--- src/rtl/park_space_allocator.sv ---
// Parking-space allocator: registered occupancy bitmap, request/ack entry FSM with
// lowest-index or round-robin space selection, and an FSM-independent exit path.
module park_space_allocator #(
  parameter int N_SPACES = 8,
  parameter int IDX_W    = $clog2(N_SPACES),
  parameter int POLICY   = 0
) (
  input  logic                clk,
  input  logic                rst,
  input  logic                enter_req,
  output logic                enter_ack,
  output logic                enter_reject,
  output logic [IDX_W-1:0]    enter_space,
  input  logic                exit_req,
  input  logic [IDX_W-1:0]    exit_space,
  output logic                exit_ack,
  output logic                exit_err,
  output logic [N_SPACES-1:0] occupancy,
  output logic [IDX_W:0]      free_count,
  output logic                full,
  output logic                empty
);

  typedef enum logic [1:0] {IDLE, SEARCH, GRANT, WAIT_DROP} state_t;

  localparam logic [IDX_W:0] N_COUNT = (IDX_W+1)'(N_SPACES);

  state_t               state_reg;
  logic [N_SPACES-1:0]  occupancy_reg;
  logic [IDX_W:0]       free_count_reg;
  logic [IDX_W-1:0]     rr_ptr_reg;
  logic [IDX_W-1:0]     cand_reg;
  logic                 found_reg;
  logic [IDX_W-1:0]     enter_space_reg;
  logic                 enter_ack_reg;
  logic                 enter_reject_reg;
  logic                 exit_ack_reg;
  logic                 exit_err_reg;

  logic [IDX_W-1:0]     scan_base;
  logic [IDX_W-1:0]     scan_idx [N_SPACES];
  logic [N_SPACES-1:0]  scan_free;
  logic [IDX_W-1:0]     cand_next;
  logic                 found_next;

  logic                 exit_in_range;
  logic                 exit_hit;
  logic                 exit_ok;
  logic                 exit_bad;
  logic                 grant_ok;
  logic [N_SPACES-1:0]  exit_mask;
  logic [N_SPACES-1:0]  grant_mask;

  // Scan position gi maps to space (base + gi) mod N; base is 0 for lowest-index-first.
  assign scan_base = (POLICY == 1) ? rr_ptr_reg : '0;

  generate
    for (genvar gi = 0; gi < N_SPACES; gi++) begin : g_scan
      logic [IDX_W:0] scan_sum;
      assign scan_sum      = {1'b0, scan_base} + (IDX_W+1)'(gi);
      assign scan_idx[gi]  = (scan_sum >= N_COUNT) ? IDX_W'(scan_sum - N_COUNT)
                                                   : scan_sum[IDX_W-1:0];
      assign scan_free[gi] = ~occupancy_reg[scan_idx[gi]];
    end
  endgenerate

  // Descending loop so the earliest free scan position wins.
  always_comb begin
    found_next = 1'b0;
    cand_next  = '0;
    for (int i = N_SPACES - 1; i >= 0; i--) begin
      if (scan_free[i]) begin
        found_next = 1'b1;
        cand_next  = scan_idx[i];
      end
    end
  end

  assign exit_in_range = ({1'b0, exit_space} < N_COUNT);
  assign exit_hit      = exit_in_range ? occupancy_reg[exit_space] : 1'b0;
  assign exit_ok       = exit_req & exit_hit;
  assign exit_bad      = exit_req & ~exit_hit;
  assign grant_ok      = (state_reg == GRANT) && found_reg && !occupancy_reg[cand_reg];
  assign exit_mask     = exit_ok  ? (N_SPACES'(1) << exit_space) : '0;
  assign grant_mask    = grant_ok ? (N_SPACES'(1) << cand_reg)   : '0;

  always_ff @(posedge clk or posedge rst) begin
    if (rst) begin
      state_reg        <= IDLE;
      occupancy_reg    <= '0;
      free_count_reg   <= N_COUNT;
      rr_ptr_reg       <= '0;
      cand_reg         <= '0;
      found_reg        <= 1'b0;
      enter_space_reg  <= '0;
      enter_ack_reg    <= 1'b0;
      enter_reject_reg <= 1'b0;
      exit_ack_reg     <= 1'b0;
      exit_err_reg     <= 1'b0;
    end else begin
      // Exit and grant always touch different bits, so both apply in one update.
      occupancy_reg    <= (occupancy_reg & ~exit_mask) | grant_mask;
      free_count_reg   <= free_count_reg + {IDX_W'(0), exit_ok} - {IDX_W'(0), grant_ok};
      exit_ack_reg     <= exit_ok;
      exit_err_reg     <= exit_bad;
      enter_ack_reg    <= 1'b0;
      enter_reject_reg <= 1'b0;
      case (state_reg)
        IDLE: begin
          if (enter_req) state_reg <= SEARCH;
        end
        SEARCH: begin
          cand_reg  <= cand_next;
          found_reg <= found_next;
          state_reg <= GRANT;
        end
        GRANT: begin
          if (grant_ok) begin
            enter_ack_reg   <= 1'b1;
            enter_space_reg <= cand_reg;
            rr_ptr_reg      <= (cand_reg == IDX_W'(N_SPACES - 1)) ? '0 : cand_reg + 1'b1;
          end else begin
            enter_reject_reg <= 1'b1;
          end
          state_reg <= WAIT_DROP;
        end
        WAIT_DROP: begin
          if (!enter_req) state_reg <= IDLE;
        end
        default: state_reg <= IDLE;
      endcase
    end
  end

  assign enter_ack    = enter_ack_reg;
  assign enter_reject = enter_reject_reg;
  assign enter_space  = enter_space_reg;
  assign exit_ack     = exit_ack_reg;
  assign exit_err     = exit_err_reg;
  assign occupancy    = occupancy_reg;
  assign free_count   = free_count_reg;
  assign full         = (free_count_reg == '0);
  assign empty        = (free_count_reg == N_COUNT);

endmodule

--- config.mk ---
export PLATFORM = sky130hd
export DESIGN_NAME = park_space_allocator
export DESIGN_NICKNAME = d
export VERILOG_FILES = /design/src/rtl/park_space_allocator.sv
export SDC_FILE = /design/constraint.sdc
export NUM_CORES = 1
export LEC_CHECK = 0
export CAP_MARGIN = 10
export CORE_ASPECT_RATIO = 0.5
export CORE_MARGIN = 2
export CORE_UTILIZATION = 46
export DETAILED_ROUTE_END_ITERATION = 8
export PLACE_DENSITY = 0.85
export SLEW_MARGIN = 20
export SYNTH_ARGS = -nofsm -noshare
export SYNTH_HDL_FRONTEND = slang
export SYNTH_SLANG_ARGS = --single-unit
--- constraint.sdc ---
create_clock -name clk -period 4.7 [get_ports clk]
set_clock_uncertainty 0.2 [all_clocks]
set_input_delay 1.41 -clock clk [delete_from_list [all_inputs] [get_ports clk]]
set_output_delay 1.41 -clock clk [all_outputs]
set_load 0.02 [all_outputs]
==> flow_metrics.py <==
metrics = {
    "yosys": {
        "async_flop_share_pct": 100,
        "avgSynthCellArea_sq_um": 11.1,
        "synth_ff_type": "dfrtp_1",
        "yosysSeqAreaShare_pct": 45.2,
        "synth_edf_count": 0,
        "synthCells": 125,
        "yosysUniqueCellTypes": 35,
        "syn-cell-area_sq_mm": 0.00139,
        "synth_fp_nets": 143,
        "yosysWarnings": 0,
        "ys_ff_latch": 25,
    },
    "pwr": {
        "swShare_pct": 42.4,
        "switching_power_mw": 0.472,
        "sequentialPowerShare_pct": 35.8,
        "p_clk_share_pct": 11.0,
        "p_comb_share_pct": 53.2,
        "leakagePower_nw": 0.745,
        "power_density_mw_per_mm2": 642,
        "p_int_mw": 0.641,
        "peakVddDrop_mv": 0.311,
    },
    "sta": {
        "rsz0062_at_grt": "no",
        "clock.fmax_mhz": 254,
        "period_share_pct": 83.6,
        "worstMarginPinSlew_ns": 0.892,
        "tns_ns": 0,
        "drv_slew": 0,
        "final.min_clock_period_ns": 3.93,
        "timing.hold.ws_ns": 0.350,
        "hold_violations": 0,
        "relSlewSlack_pct": 40.5,
        "setup_violations": 0,
    },
    "finish": {
        "area_growth_pct": 24.9,
        "drive_gt1_share_pct": 9.80,
        "num_antenna_cells": 0,
        "design_area_sq_mm": 0.00173,
        "ff_latch_area_sq_um": 627,
        "layout.nets": 172,
        "multi_input_area_sq_um": 679,
        "finalNonFillerCells": 193,
        "fillers": 236,
        "largest_reg_flops": 8,
    },
    "critical_path": {
        "worst_r2r_path_depth": 9,
        "reg2reg_from": "cand_reg[1]",
        "r2r_end": "free_count[3]",
        "path_max_fanout": 7,
        "endpoint_kind": "flip-flop",
        "cp-start-kind": "primary input",
        "cp.arrival_ns": 3.92,
        "worstPathRequired_ns": 4.69,
        "critPathKind": "primary input to flip-flop",
        "reg2reg_slack_ns": 2.02,
    },
    "detailed_routing": {
        "ant_nets": 0,
        "totalWireLength_um": 2870,
        "drc_errors": 0,
        "drtIter0Drc": 93,
        "via_per_inst": 5.51,
        "firstDrtPassIters": 4,
        "num_vias": 1064,
        "wl_per_cell_um": 14.9,
    },
    "place": {
        "placed_cells": 189,
        "io_buffers": 27,
        "postPlaceCellArea_sq_mm": 0.00169,
        "dp_hpwl_um": 2190,
        "gp_congestion": 0.813,
    },
    "worst_hold_path": {
        "hp-class": "flip-flop to flip-flop",
        "holdPathStages": 1,
        "hold_end": "enter_space[1]",
        "hold_start": "enter_space[1]",
    },
    "clock_network": {
        "cts_tree": "built",
        "cts_buffers": 3,
        "cts.sink_count": 25,
        "path_clk_slew_ns": 0.08,
        "cts.path.max_buffers": 2,
        "cts_hold_buf": 0,
        "cts_root_buffer": "clkbuf_8",
        "clk_latency_ns": 0.26,
        "cts_resized": 0,
        "htree_levels": 1,
        "cts_setup_buffers": 0,
    },
    "grt": {
        "grt_pass1_wl_um": 4930,
        "antenna_found_initial": 0,
        "grt_usage_pct": 18.3,
        "grt_pass1_vias": 1039,
        "grt_max_degree": 26,
        "grt-ovfl-total": 0,
    },
    "floorplanning": {
        "core_sq_mm": 0.00294,
        "die-area_sq_mm": 0.00350,
        "num_rows": 14,
        "die_h_um": 42.8,
        "initial_utilization_pct": 47.1,
        "io-pin-count": 28,
        "die_w_um": 81.6,
    },
    "status": {
        "status": "finished, final reports clean",
    },
    "run": {
        "maxCapViolCount": 0,
    },
}
## power groups by stage
stage          Clock (mW)  Combinational [mW]  Sequential (mW)
6_report            0.123               0.592            0.398
4_1_cts             0.125               0.597            0.395
3_5_place_dp            0               0.594            0.400
2_1_floorplan           0               0.324            0.445
5_1_grt             0.136               0.651            0.411
3_3_place_gp            0               0.562            0.394
## worst max path at each step
stage	from	to	slack, ns	depth (start not counted)
5_1_grt	exit_space[0]	free_count[3]	0.63	10
2_1_floorplan	exit_space[0]	free_count[3]	1.15	10
4_1_cts	exit_space[0]	free_count[3]	0.76	10
3_3_place_gp	exit_space[0]	free_count[3]	0.60	10
3_5_place_dp	exit_space[0]	free_count[3]	0.50	10
6_report	exit_space[0]	free_count[3]	0.77	10
## placed cells by master (no fill, tap or decap), types with 2 or more instances in the layout
cell type	n
mux4_2	2
ha_1	10
mux2i_1	7
o21ai_1	5
dfrtp_1	24
mux2_4	2
o22ai_1	2
inv_2	2
clkdlybuf4s50_1	27
nand3_2	4
inv_1	14
nor3b_1	2
nand3_1	5
o31ai_1	8
xor2_1	2
clkbuf_8	3
nand2b_1	2
nor2_1	3
nand2_1	7
nor2b_1	2
o21ai_0	6
## cells by family after synthesis
family / count (synthesis) / share of synthesized area [%]
AO/OA/AOI/OAI: 29 / 15.2
multiplexers: 11 / 10.5
AND/OR/NAND/NOR: 28 / 11.6
buffers and inverters: 19 / 5.78
flip-flops: 25 / 45.2
adder cells (fa/ha/maj): 11 / 10.5
XOR/XNOR: 2 / 1.26
## critical path, cell delays in order
cell and delay (ns):
clkdlybuf4s50_1 0.62, mux4_2 0.54, mux2i_1 0.16, nand2b_1 0.16, ha_1 0.15, inv_1 0.07
ha_1 0.28, a21o_1 0.17, a21oi_1 0.18, xor2_1 0.18
## per-layer routing
layer,track usage (%),vias up,wire length (um)
met3,3.40,4,193
met1,24.6,513,1210
li1,-,501,-
met5,0,-,0
met2,31.0,46,1430
met4,4.00,0,32
## metrics by stage
stage	power, mW	util [%]	worst slack [ns]
final	1.11	58.8	0.769
after global routing	1.20	58.8	0.626
after CTS	1.12	58.8	0.758
after detailed placement	0.994	57.3	0.495
after global placement	0.956	57.3	0.596
after floorplan	0.769	-	1.15
## synth_stat cells (2+ instances only)
cell type	number	share of area [%]
xor2_1	2	1.3
o22ai_1	2	0.90
o31ai_1	8	4.3
nor2_1	3	0.81
mux4_2	2	3.2
o21ai_0	6	2.2
ha_1	10	9.0
nor3b_1	2	1.1
mux2_4	2	2.2
nand2_1	7	1.9
inv_2	2	0.54
mux2i_1	7	5.1
inv_1	14	3.8
nand3_1	5	1.8
nand3_2	4	2.9
o21ai_1	5	1.8
nor2b_1	2	0.90
nand2b_1	2	0.90
dfrtp_1	24	43
## final cells by class
class                   count  share of cell area, %
well taps                  40                   2.89
repair buffers             27                   15.6
clock buffers               4                   2.60
inverters                  16                   3.47
flip-flops and latches     25                   36.2
multi-input cells          81                   39.2
(Power assumes the default switching activity.)
